$ cat config.mk
export PLATFORM = sky130hd
export DESIGN_NAME = codificador_op_flat
export DESIGN_NICKNAME = d
export VERILOG_FILES = /design/src/rtl/codificador_op_if.sv /design/src/rtl/codificador_op.sv /design/src/flat_wrapper.sv
export SDC_FILE = /design/constraint.sdc
export NUM_CORES = 1
export LEC_CHECK = 0
export BUFFER_PORTS_ARGS = -buffer_cell sky130_fd_sc_hd__buf_2
export CAP_MARGIN = 15
export CORE_AREA = 2 2 39 41
export CTS_BUF_LIST = sky130_fd_sc_hd__clkbuf_4 sky130_fd_sc_hd__clkbuf_8
export DETAILED_ROUTE_END_ITERATION = 7
export DIE_AREA = 0 0 41 43
export GPL_TIMING_DRIVEN = 0
export PLACE_DENSITY_LB_ADDON = 0.2
export SYNTH_ARGS = -nofsm -noshare
export SYNTH_HDL_FRONTEND = slang
export SYNTH_SLANG_ARGS = --single-unit
export TNS_END_PERCENT = 10
$ cat constraint.sdc
create_clock -name clk -period 1.4 [get_ports clk]
set_input_delay 0.28 -clock clk [delete_from_list [all_inputs] [get_ports clk]]
set_output_delay 0.28 -clock clk [all_outputs]
set_load 0.05 [all_outputs]
$ cat src/rtl/codificador_op_if.sv
// rtl/codificador_op_if.sv - valid/ready op code channel from codificador_op to the op decoder
interface codificador_op_if #(
  parameter int OP_W = 2
);
  logic [OP_W-1:0] sal_op;
  logic            sal_valid;
  logic            sal_ready;

  modport master (output sal_op, output sal_valid, input sal_ready);
  modport slave  (input sal_op, input sal_valid, output sal_ready);
endinterface

$ cat src/rtl/codificador_op.sv
// rtl/codificador_op.sv - one-hot request collector serving binary op codes on a valid/ready channel
// Fixed priority (bit 0 first) by default; define CODIFICADOR_ROUND_ROBIN_EN for rotating priority.
module codificador_op #(
  parameter int N_OP = 4
) (
  input  logic              clk,
  input  logic              rst,
  input  logic              en,
  input  logic [N_OP-1:0]   req_op,
  codificador_op_if.master  sal,
  output logic [N_OP-1:0]   pend,
  output logic              err_multi
);

  localparam int OP_W = $clog2(N_OP);

  localparam logic [0:0] VACIO   = 1'b0;
  localparam logic [0:0] OCUPADO = 1'b1;

  logic [0:0]      state_q, state_d;
  logic [OP_W-1:0] op_q, op_d;
  logic [N_OP-1:0] pend_q, pend_d;
  logic            err_q, err_d;
  logic [N_OP-1:0] grant;
  logic [OP_W-1:0] grant_idx;
  logic            slot_free;
  logic            multi_hot;

  assign slot_free = (state_q == VACIO) || sal.sal_ready;
  assign multi_hot = |(req_op & (req_op - {{(N_OP-1){1'b0}}, 1'b1}));

`ifdef CODIFICADOR_ROUND_ROBIN_EN
  logic [OP_W-1:0] ptr_q, ptr_d;

  // Search starts one past the last grant and wraps; power-of-2 N_OP makes the wrap a plain truncation.
  always_comb begin
    logic            found;
    logic [OP_W-1:0] idx;
    grant = '0;
    found = 1'b0;
    idx   = '0;
    if (en && slot_free) begin
      for (int k = 1; k <= N_OP; k++) begin
        idx = ptr_q + OP_W'(k);
        if (!found && pend_q[idx]) begin
          grant[idx] = 1'b1;
          found      = 1'b1;
        end
      end
    end
  end

  always_comb begin
    ptr_d = ptr_q;
    if (grant != '0) ptr_d = grant_idx;
  end

  always_ff @(posedge clk) begin
    if (rst) ptr_q <= OP_W'(N_OP - 1);
    else     ptr_q <= ptr_d;
  end
`else
  always_comb begin
    logic found;
    grant = '0;
    found = 1'b0;
    if (en && slot_free) begin
      for (int i = 0; i < N_OP; i++) begin
        if (!found && pend_q[i]) begin
          grant[i] = 1'b1;
          found    = 1'b1;
        end
      end
    end
  end
`endif

  always_comb begin
    grant_idx = '0;
    for (int i = 0; i < N_OP; i++) begin
      if (grant[i]) grant_idx = grant_idx | OP_W'(i);
    end
  end

  // A request on the bit being granted re-arms it, so nothing is lost.
  always_comb begin
    pend_d = pend_q;
    err_d  = err_q;
    if (en) begin
      pend_d = (pend_q & ~grant) | req_op;
      err_d  = err_q | multi_hot;
    end
  end

  // Accept and reload share one edge; a drop to VACIO only happens when nothing new is granted.
  always_comb begin
    state_d = state_q;
    op_d    = op_q;
    if (grant != '0) begin
      state_d = OCUPADO;
      op_d    = grant_idx;
    end else if (state_q == OCUPADO && sal.sal_ready) begin
      state_d = VACIO;
    end
  end

  always_ff @(posedge clk) begin
    if (rst) begin
      state_q <= VACIO;
      op_q    <= '0;
      pend_q  <= '0;
      err_q   <= 1'b0;
    end else begin
      state_q <= state_d;
      op_q    <= op_d;
      pend_q  <= pend_d;
      err_q   <= err_d;
    end
  end

  assign sal.sal_op    = op_q;
  assign sal.sal_valid = (state_q == OCUPADO);
  assign pend          = pend_q;
  assign err_multi     = err_q;

endmodule

$ cat src/flat_wrapper.sv
// flat-port wrapper written by rule: the top's interface ports become plain ports
module codificador_op_flat 
#(
  parameter int N_OP = 4
)
  (clk, rst, en, req_op, pend, err_multi, sal_sal_op, sal_sal_valid, sal_sal_ready);
  codificador_op_if #(.OP_W(2)) sal_i ();
  input  logic clk;
  input  logic rst;
  input  logic en;
  input  logic [N_OP-1:0] req_op;
  output logic [N_OP-1:0] pend;
  output logic err_multi;
  output wire logic [$bits(sal_i.sal_op)-1:0] sal_sal_op;
  output wire logic [$bits(sal_i.sal_valid)-1:0] sal_sal_valid;
  input wire logic [$bits(sal_i.sal_ready)-1:0] sal_sal_ready;
  assign sal_sal_op = sal_i.sal_op;
  assign sal_sal_valid = sal_i.sal_valid;
  assign sal_i.sal_ready = sal_sal_ready;
  codificador_op #(.N_OP(N_OP)) u_core (.clk(clk), .rst(rst), .en(en), .req_op(req_op), .sal(sal_i), .pend(pend), .err_multi(err_multi));
endmodule
Word level (Yosys, flattened, before mapping)
Index checks and enable logic that the tools add are counted.
W data, S select, Z words.
Word-level totals
  register bits after elaboration: 8
Cells by class
  add/sub/neg operators: 1
  reductions and logical operators: 12
  bitwise gates (word level): 6
  mux-type cells: 15
Operator list (count)
  $mux W1: 12
  $and A4 B4 Y4: 2
  $logic_and A1 B1 Y1: 5
  $mux W2: 2
  $mux W4: 1
  $not A4 Y4: 1
  $or A4 B4 Y4: 1
  $reduce_bool A4 Y1: 1
  $reduce_or A4 Y1: 1
  $sub A4 B1 Y4 const B: 1
  $logic_not A1 Y1: 3
  $reduce_bool A2 Y1: 1
  $logic_or A1 B1 Y1: 1
  $not A1 Y1: 1
  $or A1 B1 Y1: 1

Logic depth before layout (Yosys ltp)
Gate-level depths: netlist of the first run.
  word-level depth: 19
  mapped depth: 3
  depth with buffers taken out: 3

Least setup slack after synthesis of the first run
OpenSTA, ideal clock, no wires.
  path kind: register to register
  start: reg u_core.pend_q[0] (netlist: u_core.pend[0])
  end: reg u_core.pend_q[3] (netlist: u_core.pend[3])
  data required time: 1283 ps
  data arrival time: 1440 ps
  period minus slack after synthesis: 1557 ps
  stages on the path, launching flop included: 4
  path buffers: 0
  setup slack: -157 ps
  cells stage by stage: dfxtp_1 > or2_1 > or4_1 > a32o_1
Between the ends
  word-level cells in the longest chain between the ends: 17
RTL lines
  start, declared: RTL line codificador_op.sv:22  | logic [N_OP-1:0] pend_q, pend_d;
  start signal, assigned: RTL line codificador_op.sv:116  | pend_q <= pend_d;
  $mux W1 *: RTL line codificador_op.sv:69  | if (!found && pend_q[i]) begin
  $mux W1 *: RTL line codificador_op.sv:67  | if (en && slot_free) begin
  $logic_not A1 Y1: RTL line codificador_op.sv:69
  $logic_and A1 B1 Y1: RTL line codificador_op.sv:69
  $mux W1 *: RTL line codificador_op.sv:69
  $mux W1 *: RTL line codificador_op.sv:67
  $logic_not A1 Y1: RTL line codificador_op.sv:69
  $logic_and A1 B1 Y1: RTL line codificador_op.sv:69
  $mux W1 *: RTL line codificador_op.sv:69
  $mux W1 *: RTL line codificador_op.sv:67
  $logic_not A1 Y1 *: RTL line codificador_op.sv:69
  $logic_and A1 B1 Y1 *: RTL line codificador_op.sv:69
  $mux W1 *: RTL line codificador_op.sv:69
  $mux W4 *: RTL line codificador_op.sv:67
  $not A4 Y4 *: RTL line codificador_op.sv:90  | pend_d = (pend_q & ~grant) | req_op;
  $and A4 B4 Y4 *: RTL line codificador_op.sv:90
  $or A4 B4 Y4 *: RTL line codificador_op.sv:90
Every way passes the cells marked *; elsewhere a longest branch is shown, timed or not. The select of a mux whose other input is x is not followed.
A chain may end at the register's enable or synchronous reset.

Worst setup path in the final report of the first run
Same ends and word-level chain as after synthesis.

==> results.json, run 1 <==
{
  "yosysSeqAreaShare_pct": 45.7,
  "start_util_pct": 25.3,
  "cts.clk_slew.worst_paths_ps": 50,
  "place_congestion": 0.719,
  "setup_ws_ps": 39.2,
  "htreeDepth": 1,
  "syn_to_final_growth_pct": 36.1,
  "regArea_um2": 168,
  "crit_path_end_kind": "flop",
  "hpwl_um": 632,
  "die_h_um": 43,
  "die_area_um2": 1760,
  "yosysUniqueCellTypes": 20,
  "crit_type": "flop to flop",
  "multiInputGateArea_um2": 178,
  "drive_above_1_share_pct": 42.1,
  "cts_tree": "yes",
  "synth_warnings": 0,
  "ant_nets": 0,
  "gr-total-overflow": 0,
  "final_cells": 73,
  "grt_pass1_wl_um": 1250,
  "synthesis.area_um2": 350,
  "post-place-ws_ps": -14.6,
  "vdd_ir_drop_max_mv": 0.397,
  "ys_seq_elements": 8,
  "relSlewSlack_pct": 76.3,
  "avgSynthCellArea_um2": 8.76,
  "crit_arrival_ps": 1510,
  "drc": 0,
  "grt_usage_pct": 11.0,
  "clock-skew-final_ps": 3.29,
  "status": "complete, no violations",
  "clkLatencyLatePin_ps": 260,
  "diodes": 0,
  "postCtsResizedCells": 0,
  "final_cell_mix": "buf_2 (14), nand2_1 (4), a21oi_1 (4), dfxtp_1 (4)",
  "grt_max_degree": 9,
  "cts_sinks": 8,
  "vias": 360,
  "die_w_um": 41,
  "grt_pass1_vias": 290,
  "hold_buffers": 0,
  "nets": 67,
  "wl_um": 847,
  "viasPerCell": 4.93,
  "fillers": 158,
  "setup_viol": 0,
  "grt_antenna_before_repair": 0,
  "rows": 14,
  "hold_violations": 0,
  "pwr_density_cell_nw_per_um2": 1240,
  "cts_buffers": 3,
  "worst_pin_slew_ps": 355,
  "postCtsSetupRepairBufs": 0,
  "port_buffers": 14,
  "slew_violations": 0,
  "wire_per_inst_um": 11.6,
  "syn_inst": 40,
  "syn_nets": 48,
  "required_ps": 1550,
  "period_share_pct": 97.2,
  "post-route-min-period_ps": 1360,
  "final_common_cell": "buf_2",
  "first_iter_violations": 6,
  "rsz0062_at_grt": "false",
  "ctsLongestPathBuffers": 2,
  "critPathMaxFanout": 6,
  "core_um2": 1380,
  "dp.cells": 70,
  "power_leakage_uw": 0.000223,
  "clockRootBuffer": "clkbuf_4",
  "drtPass1Iterations": 4,
  "holdWs_ps": 273,
  "start_kind": "flop",
  "fmax_mhz": 735,
  "pin_count": 16,
  "max_cap_violations": 0,
  "hp-class": "input pin to flop"
}
## registers in the layout, summed over array words and instances, names as in the netlist
name and cells:
u_core.sal.sal_op 2, u_core.err_multi 1, u_core.sal.sal_valid 1, u_core.pend 4
## worst max-delay path, stage by stage (launching register included)
cell and delay, ps:
dfxtp_4 350, or2_4 240, or4_4 410, a32o_1 250
## cells in the mapped netlist, drive strengths merged
library cell	count	area share, %
a31oi	1	1.8
o31ai	2	4.3
a21oi	4	5.7
nor2b	1	1.8
nor2	2	2.1
a211oi	1	2.1
buf	1	1.1
a221oi	1	2.5
nand2b	1	1.8
a32o	2	5.7
or2	1	1.8
o21ai	1	1.4
a21o	1	2.1
o211ai	1	2.1
nand2	4	4.3
inv	4	4.3
a211o	2	5.0
dfxtp	8	46
or4	2	4.3
## worst paths after layout
| kind | start | endpoint | slack (ps) | cells past startpoint |
|---|---|---|---|---|
| hold / removal | req_op[3] | u_core.pend[3] | 270 | 2 |
| hold reg to reg | u_core.err_multi | u_core.err_multi | 460 | 1 |
| setup reg to reg | u_core.pend[0] | u_core.pend[3] | 40 | 3 |
| setup / recovery | u_core.pend[0] | u_core.pend[3] | 40 | 3 |
## area by class of cell
type | instances | area share [%]
plain buffers | 1 | 0.787
clock buffers | 3 | 4.72
inverters | 4 | 3.15
multi-input cells | 27 | 37.3
flip-flops and latches | 8 | 35.2
well taps | 16 | 4.20
repair buffers | 14 | 14.7
## where the power goes
part,switching (µW),internal [µW],total [µW]
clock network,80.8,98.3,179
registers,13.0,246,259
logic,103,48.1,151
total,197,393,590
## per-layer routing
layer,GRT usage (%),vias up,share of wire [%]
li1,-,184,-
met2,13.4,16,43
met1,13.7,160,47
met5,0,-,0
met4,4.00,0,0
met3,9.42,0,11
## through the flow
| stage | utilization [%] | setup TNS (ps) | instance area, µm² | total power [µW] |
|---|---|---|---|---|
| final | 34.4 | 0 | 477 | 590 |
| after global routing | 34.4 | 0 | 477 | 637 |
| after CTS | 33.8 | 0 | 468 | 598 |
| after detailed placement | 32.2 | -14.6 | 445 | 412 |
| after global placement | 32.2 | -16.1 | 445 | 412 |
| after floorplan | - | -31.8 | 355 | 371 |
## cell families (layout without fill, tap and decap cells)
logic type	Yosys count	count (layout)	share of synthesized area, %
AO/OA/AOI/OAI	16	16	32.9
buffers and inverters	5	22	5.35
flip-flops	8	8	45.7
AND/OR/NAND/NOR	11	11	16.1
No activity file was read; power rests on OpenSTA's default activity.
==> run 2, diff against run 1 <==
--- a/config.mk
+++ b/config.mk
@@ -13,6 +13,7 @@
 export DIE_AREA = 0 0 41 43
 export GPL_TIMING_DRIVEN = 0
 export PLACE_DENSITY_LB_ADDON = 0.2
+export SETUP_SLACK_MARGIN = 0.3
 export SYNTH_ARGS = -nofsm -noshare
 export SYNTH_HDL_FRONTEND = slang
 export SYNTH_SLANG_ARGS = --single-unit
==> run 2 against run 1 <==
  * Highest routed layer unchanged
  * Core utilization grew 8.2 points
  * Maximum frequency shrank 2.0%
  * Critical endpoint unchanged
  * Register-to-register slack lost 30 ps
  * Routed wire length grew 14%
==> results.json, run 2 (synthesis results as in run 1) <==
{
  "power_leakage_uw": 0.000253,
  "post-route-min-period_ps": 1390,
  "fmax_mhz": 720,
  "largest_reg_flops": 4,
  "nets": 68,
  "cts_sinks": 8,
  "final_cell_mix": "buf_2 (7), buf_6 (6), clkbuf_4 (4), dfxtp_4 (4)",
  "place_congestion": 0.716,
  "r2r_start": "u_core.pend[1]",
  "vdd_ir_drop_max_mv": 0.569,
  "status": "complete, no violations",
  "die_area_um2": 1760,
  "cts_tree": "yes",
  "ant_nets": 0,
  "setup_ws_ps": 11.8,
  "ctsLongestPathBuffers": 2,
  "first_iter_violations": 4,
  "vias": 390,
  "crit_path_start": "u_core.pend[1]",
  "hpwl_um": 641,
  "grt_pass1_vias": 333,
  "pin_count": 16,
  "diodes": 0,
  "hp-class": "input pin to flop",
  "grt_antenna_before_repair": 0,
  "pwr_density_cell_nw_per_um2": 1150,
  "drive_above_1_share_pct": 55.9,
  "rows": 14,
  "drtPass1Iterations": 4,
  "post-place-ws_ps": -5.30,
  "htreeDepth": 1,
  "drc": 0,
  "die_h_um": 43,
  "core_um2": 1380,
  "relSlewSlack_pct": 73.2,
  "crit_path_end_kind": "flop",
  "critPathMaxFanout": 4,
  "fillers": 142,
  "wire_per_inst_um": 12.8,
  "start_util_pct": 25.3,
  "grt_max_degree": 9,
  "clockRootBuffer": "clkbuf_4",
  "utilization_pct": 42.7,
  "die_w_um": 41,
  "r2r_cells": 3,
  "setup_viol": 0,
  "clock-skew-final_ps": 4.16,
  "gr-total-overflow": 0,
  "period_share_pct": 99.2,
  "max_cap_violations": 0,
  "worst_pin_slew_ps": 402,
  "cts_buffers": 3,
  "viasPerCell": 5.20,
  "crit_type": "flop to flop",
  "cts.clk_slew.worst_paths_ps": 60,
  "rsz0062_at_grt": "true",
  "reg2reg_slack_ps": 10,
  "final_common_cell": "buf_2",
  "wl_um": 963,
  "grt_usage_pct": 12.2,
  "crit_end": "u_core.pend[3]",
  "hold_violations": 0,
  "required_ps": 1550,
  "clkLatencyLatePin_ps": 260,
  "start_kind": "flop",
  "multiInputGateArea_um2": 220,
  "regArea_um2": 176,
  "syn_to_final_growth_pct": 68.6,
  "crit_arrival_ps": 1540,
  "slew_violations": 0,
  "worstReg2RegEnd": "u_core.pend[3]",
  "port_buffers": 14,
  "grt_pass1_wl_um": 1420
}
[run 2: cell count changes in the layout (fill, tap and decap cells not counted), moves of 2 or more]
cell / previous run / this run
dfxtp_2: 3 / 1
buf_2: 14 / 7
buf_6: 0 / 6
dfxtp_4: 1 / 4
[run 2: timing repair]
item | in CTS | in global routing
gates resized for setup | 1 | 34
cloned | 0 | 0
endpoints found under the setup margin | 12 | 12
pin swaps | 0 | 5
hold buffers | 0 | 0
setup buffers | 0 | 1
[run 2: layout make-up]
cell class                      count  area share, %
Buffer                              1          0.636
Inverter                            4           2.54
Clock buffer                        4           5.08
Sequential cell                     8           29.9
Timing Repair Buffer               15           21.2
Tap cell                           16           3.39
Multi-Input combinational cell     27           37.3
[run 2: where the power goes]
| group | leakage [µW] | switching, µW | internal, µW |
|---|---|---|---|
| Sequential | 0.0000691 | 20.5 | 244 |
| Combinational | 0.000165 | 116 | 82.5 |
| Clock | 0.0000184 | 85.6 | 129 |
| Total | 0.000253 | 222 | 456 |
[run 2: through the flow]
stage	area, µm²	std cells	power, µW	hold slack (ps)	TNS (ps)
2_1_floorplan	363	40	369	406	0
3_3_place_gp	453	70	410	462	-12.6
3_5_place_dp	453	70	410	463	-5.30
4_1_cts	485	74	629	267	0
5_1_grt	591	75	728	272	-33.4
6_report	591	75	678	270	0
[run 2: how the worst min path moves through the flow]
stage	slack (ps)	startpoint	end	cells after the start
after floorplan	410	en	u_core.pend[1]	2
after detailed placement	460	u_core.err_multi	u_core.err_multi	1
after global routing	270	req_op[3]	u_core.pend[3]	2
after CTS	270	req_op[3]	u_core.pend[3]	2
final	270	req_op[3]	u_core.pend[3]	2
after global placement	460	u_core.sal.sal_op[1]	u_core.sal.sal_op[1]	2
[run 2: critical path, cell delays in order, from the launching register on]
cell,delay [ps]
dfxtp_4,350
or2_4,260
or4_4,410
a32o_1,260
[run 2: layer usage]
metal	vias up	routed length [µm]	GRT usage (%)
met3	0	78	7.85
met5	-	0	0
met2	19	452	15.9
met4	0	0	2.00
met1	184	432	16.8
li1	187	-	-
==> run 3, diff against run 2 <==
--- a/config.mk
+++ b/config.mk
@@ -7,8 +7,11 @@
 export LEC_CHECK = 0
 export BUFFER_PORTS_ARGS = -buffer_cell sky130_fd_sc_hd__buf_2
 export CAP_MARGIN = 15
+export CELL_PAD_IN_SITES_DETAIL_PLACEMENT = 1
+export CELL_PAD_IN_SITES_GLOBAL_PLACEMENT = 1
 export CORE_AREA = 2 2 39 41
 export CTS_BUF_LIST = sky130_fd_sc_hd__clkbuf_4 sky130_fd_sc_hd__clkbuf_8
+export CTS_CLUSTER_DIAMETER = 200
 export DETAILED_ROUTE_END_ITERATION = 7
 export DIE_AREA = 0 0 41 43
 export GPL_TIMING_DRIVEN = 0
==> run 3 against run 2 <==
  * Global-route usage up 0.93 points
  * Largest power group unchanged
  * Sequential share of layout area rose by 1.5 points
  * Sequential power decreased by 2%
  * Flip-flop and latch count stayed put
==> results.json, run 3 (synthesis results as in run 1) <==
{
  "status": "complete, no violations",
  "die_area_um2": 1760,
  "cts_sinks": 8,
  "cts.clk_slew.worst_paths_ps": 60,
  "htreeDepth": 1,
  "place_congestion": 0.660,
  "ant_nets": 0,
  "cts_tree": "yes",
  "clockRootBuffer": "clkbuf_4",
  "hp-class": "input pin to flop",
  "pin_count": 16,
  "power_leakage_uw": 0.000246,
  "crit_arrival_ps": 1520,
  "hp-start": "req_op[3]",
  "final_common_cell": "buf_2",
  "viasPerCell": 5.05,
  "period_share_pct": 97.9,
  "crit_path_end_kind": "flop",
  "rsz0062_at_grt": "true",
  "rows": 14,
  "required_ps": 1550,
  "setup_viol": 0,
  "core_um2": 1380,
  "die_h_um": 43,
  "vias": 379,
  "fin_area_um2": 563,
  "pwr_density_cell_nw_per_um2": 1170,
  "whs_path_depth": 2,
  "first_iter_violations": 4,
  "wire_per_inst_um": 12.6,
  "start_kind": "flop",
  "grt_pass1_vias": 342,
  "worstReg2RegEnd": "u_core.pend[3]",
  "ctsLongestPathBuffers": 2,
  "r2r_start": "u_core.pend[0]",
  "syn_to_final_growth_pct": 60.7,
  "clkLatencyLatePin_ps": 260,
  "utilization_pct": 40.7,
  "grt_usage_pct": 13.1,
  "drive_above_1_share_pct": 47.5,
  "slew_violations": 0,
  "drtPass1Iterations": 4,
  "critPathMaxFanout": 6,
  "drc": 0,
  "grt_antenna_before_repair": 0,
  "nets": 68,
  "power_uw": 660,
  "diodes": 0,
  "hold_violations": 0,
  "vdd_ir_drop_max_mv": 0.376,
  "holdPathEnd": "u_core.pend[3]",
  "grt_max_degree": 9,
  "port_buffers": 14,
  "worst_pin_slew_ps": 343,
  "reg2reg_slack_ps": 30,
  "fmax_mhz": 729,
  "wl_um": 944,
  "max_cap_violations": 0,
  "grt_pass1_wl_um": 1440,
  "hold_buffers": 0,
  "final_cell_mix": "buf_2 (7), buf_6 (6)",
  "largest_reg_flops": 4,
  "die_w_um": 41,
  "start_util_pct": 25.3,
  "r2r_cells": 3,
  "crit_type": "flop to flop",
  "gr-total-overflow": 0,
  "clock-skew-final_ps": 6.72,
  "relSlewSlack_pct": 77.1,
  "cts_buffers": 3,
  "place_area_um2": 453,
  "post-route-min-period_ps": 1370
}
==> run 3: metal layers <==
layer | GRT usage (%) | vias up | routed length (µm)
met5 | 0 | - | 0
met4 | 10.0 | 0 | 0
met3 | 6.28 | 0 | 65
met2 | 17.8 | 12 | 477
met1 | 14.9 | 181 | 402
li1 | - | 186 | -
==> run 3: through the flow <==
step           setup WS (ps)  cells  hold slack, ps  setup TNS, ps
2_1_floorplan           10.0     40             406              0
3_3_place_gp           -16.7     70             459          -16.7
3_5_place_dp           -8.93     70             448          -8.93
4_1_cts                 15.9     75             253              0
5_1_grt                -3.77     75             267          -3.77
6_report                28.8     75             267              0
==> run 3: layout make-up <==
cell class | instances | area (µm²)
fill | 159 | 821
sequential | 8 | 176
buffer | 1 | 3.75
timing repair buffer | 15 | 133
inverter | 4 | 15.0
multi-input combinational | 27 | 185
tap | 16 | 20.0
clock buffer | 4 | 30.0
==> run 3: how the worst max path moves through the flow <==
stage,slack [ps],startpoint,endpoint
floorplan,10,u_core.pend[1],u_core.pend[3]
global placement,-20,en,u_core.pend[3]
detailed placement,-9,en,u_core.pend[3]
finish,30,u_core.pend[0],u_core.pend[3]
CTS,20,u_core.pend[0],u_core.pend[3]
global route,-4,u_core.pend[0],u_core.pend[3]
==> run 3: worst max-delay path: stages (launching register included) <==
cell and delay [ps]:
dfxtp_4 360, or2_4 240, or4_4 420, a32o_1 250
==> run 3: repair_timing <==
item / 4_1_cts / 5_1_grt
resized for setup: 2 / 28
pin swaps: 1 / 2
endpoints found under the setup margin: 12 / 13
setup buffers: 1 / 0
==> run 3: power breakdown <==
part | internal (µW) | switching (µW) | total, µW
clock network | 129 | 86.7 | 216
registers | 244 | 17.0 | 261
logic | 74.6 | 108 | 183
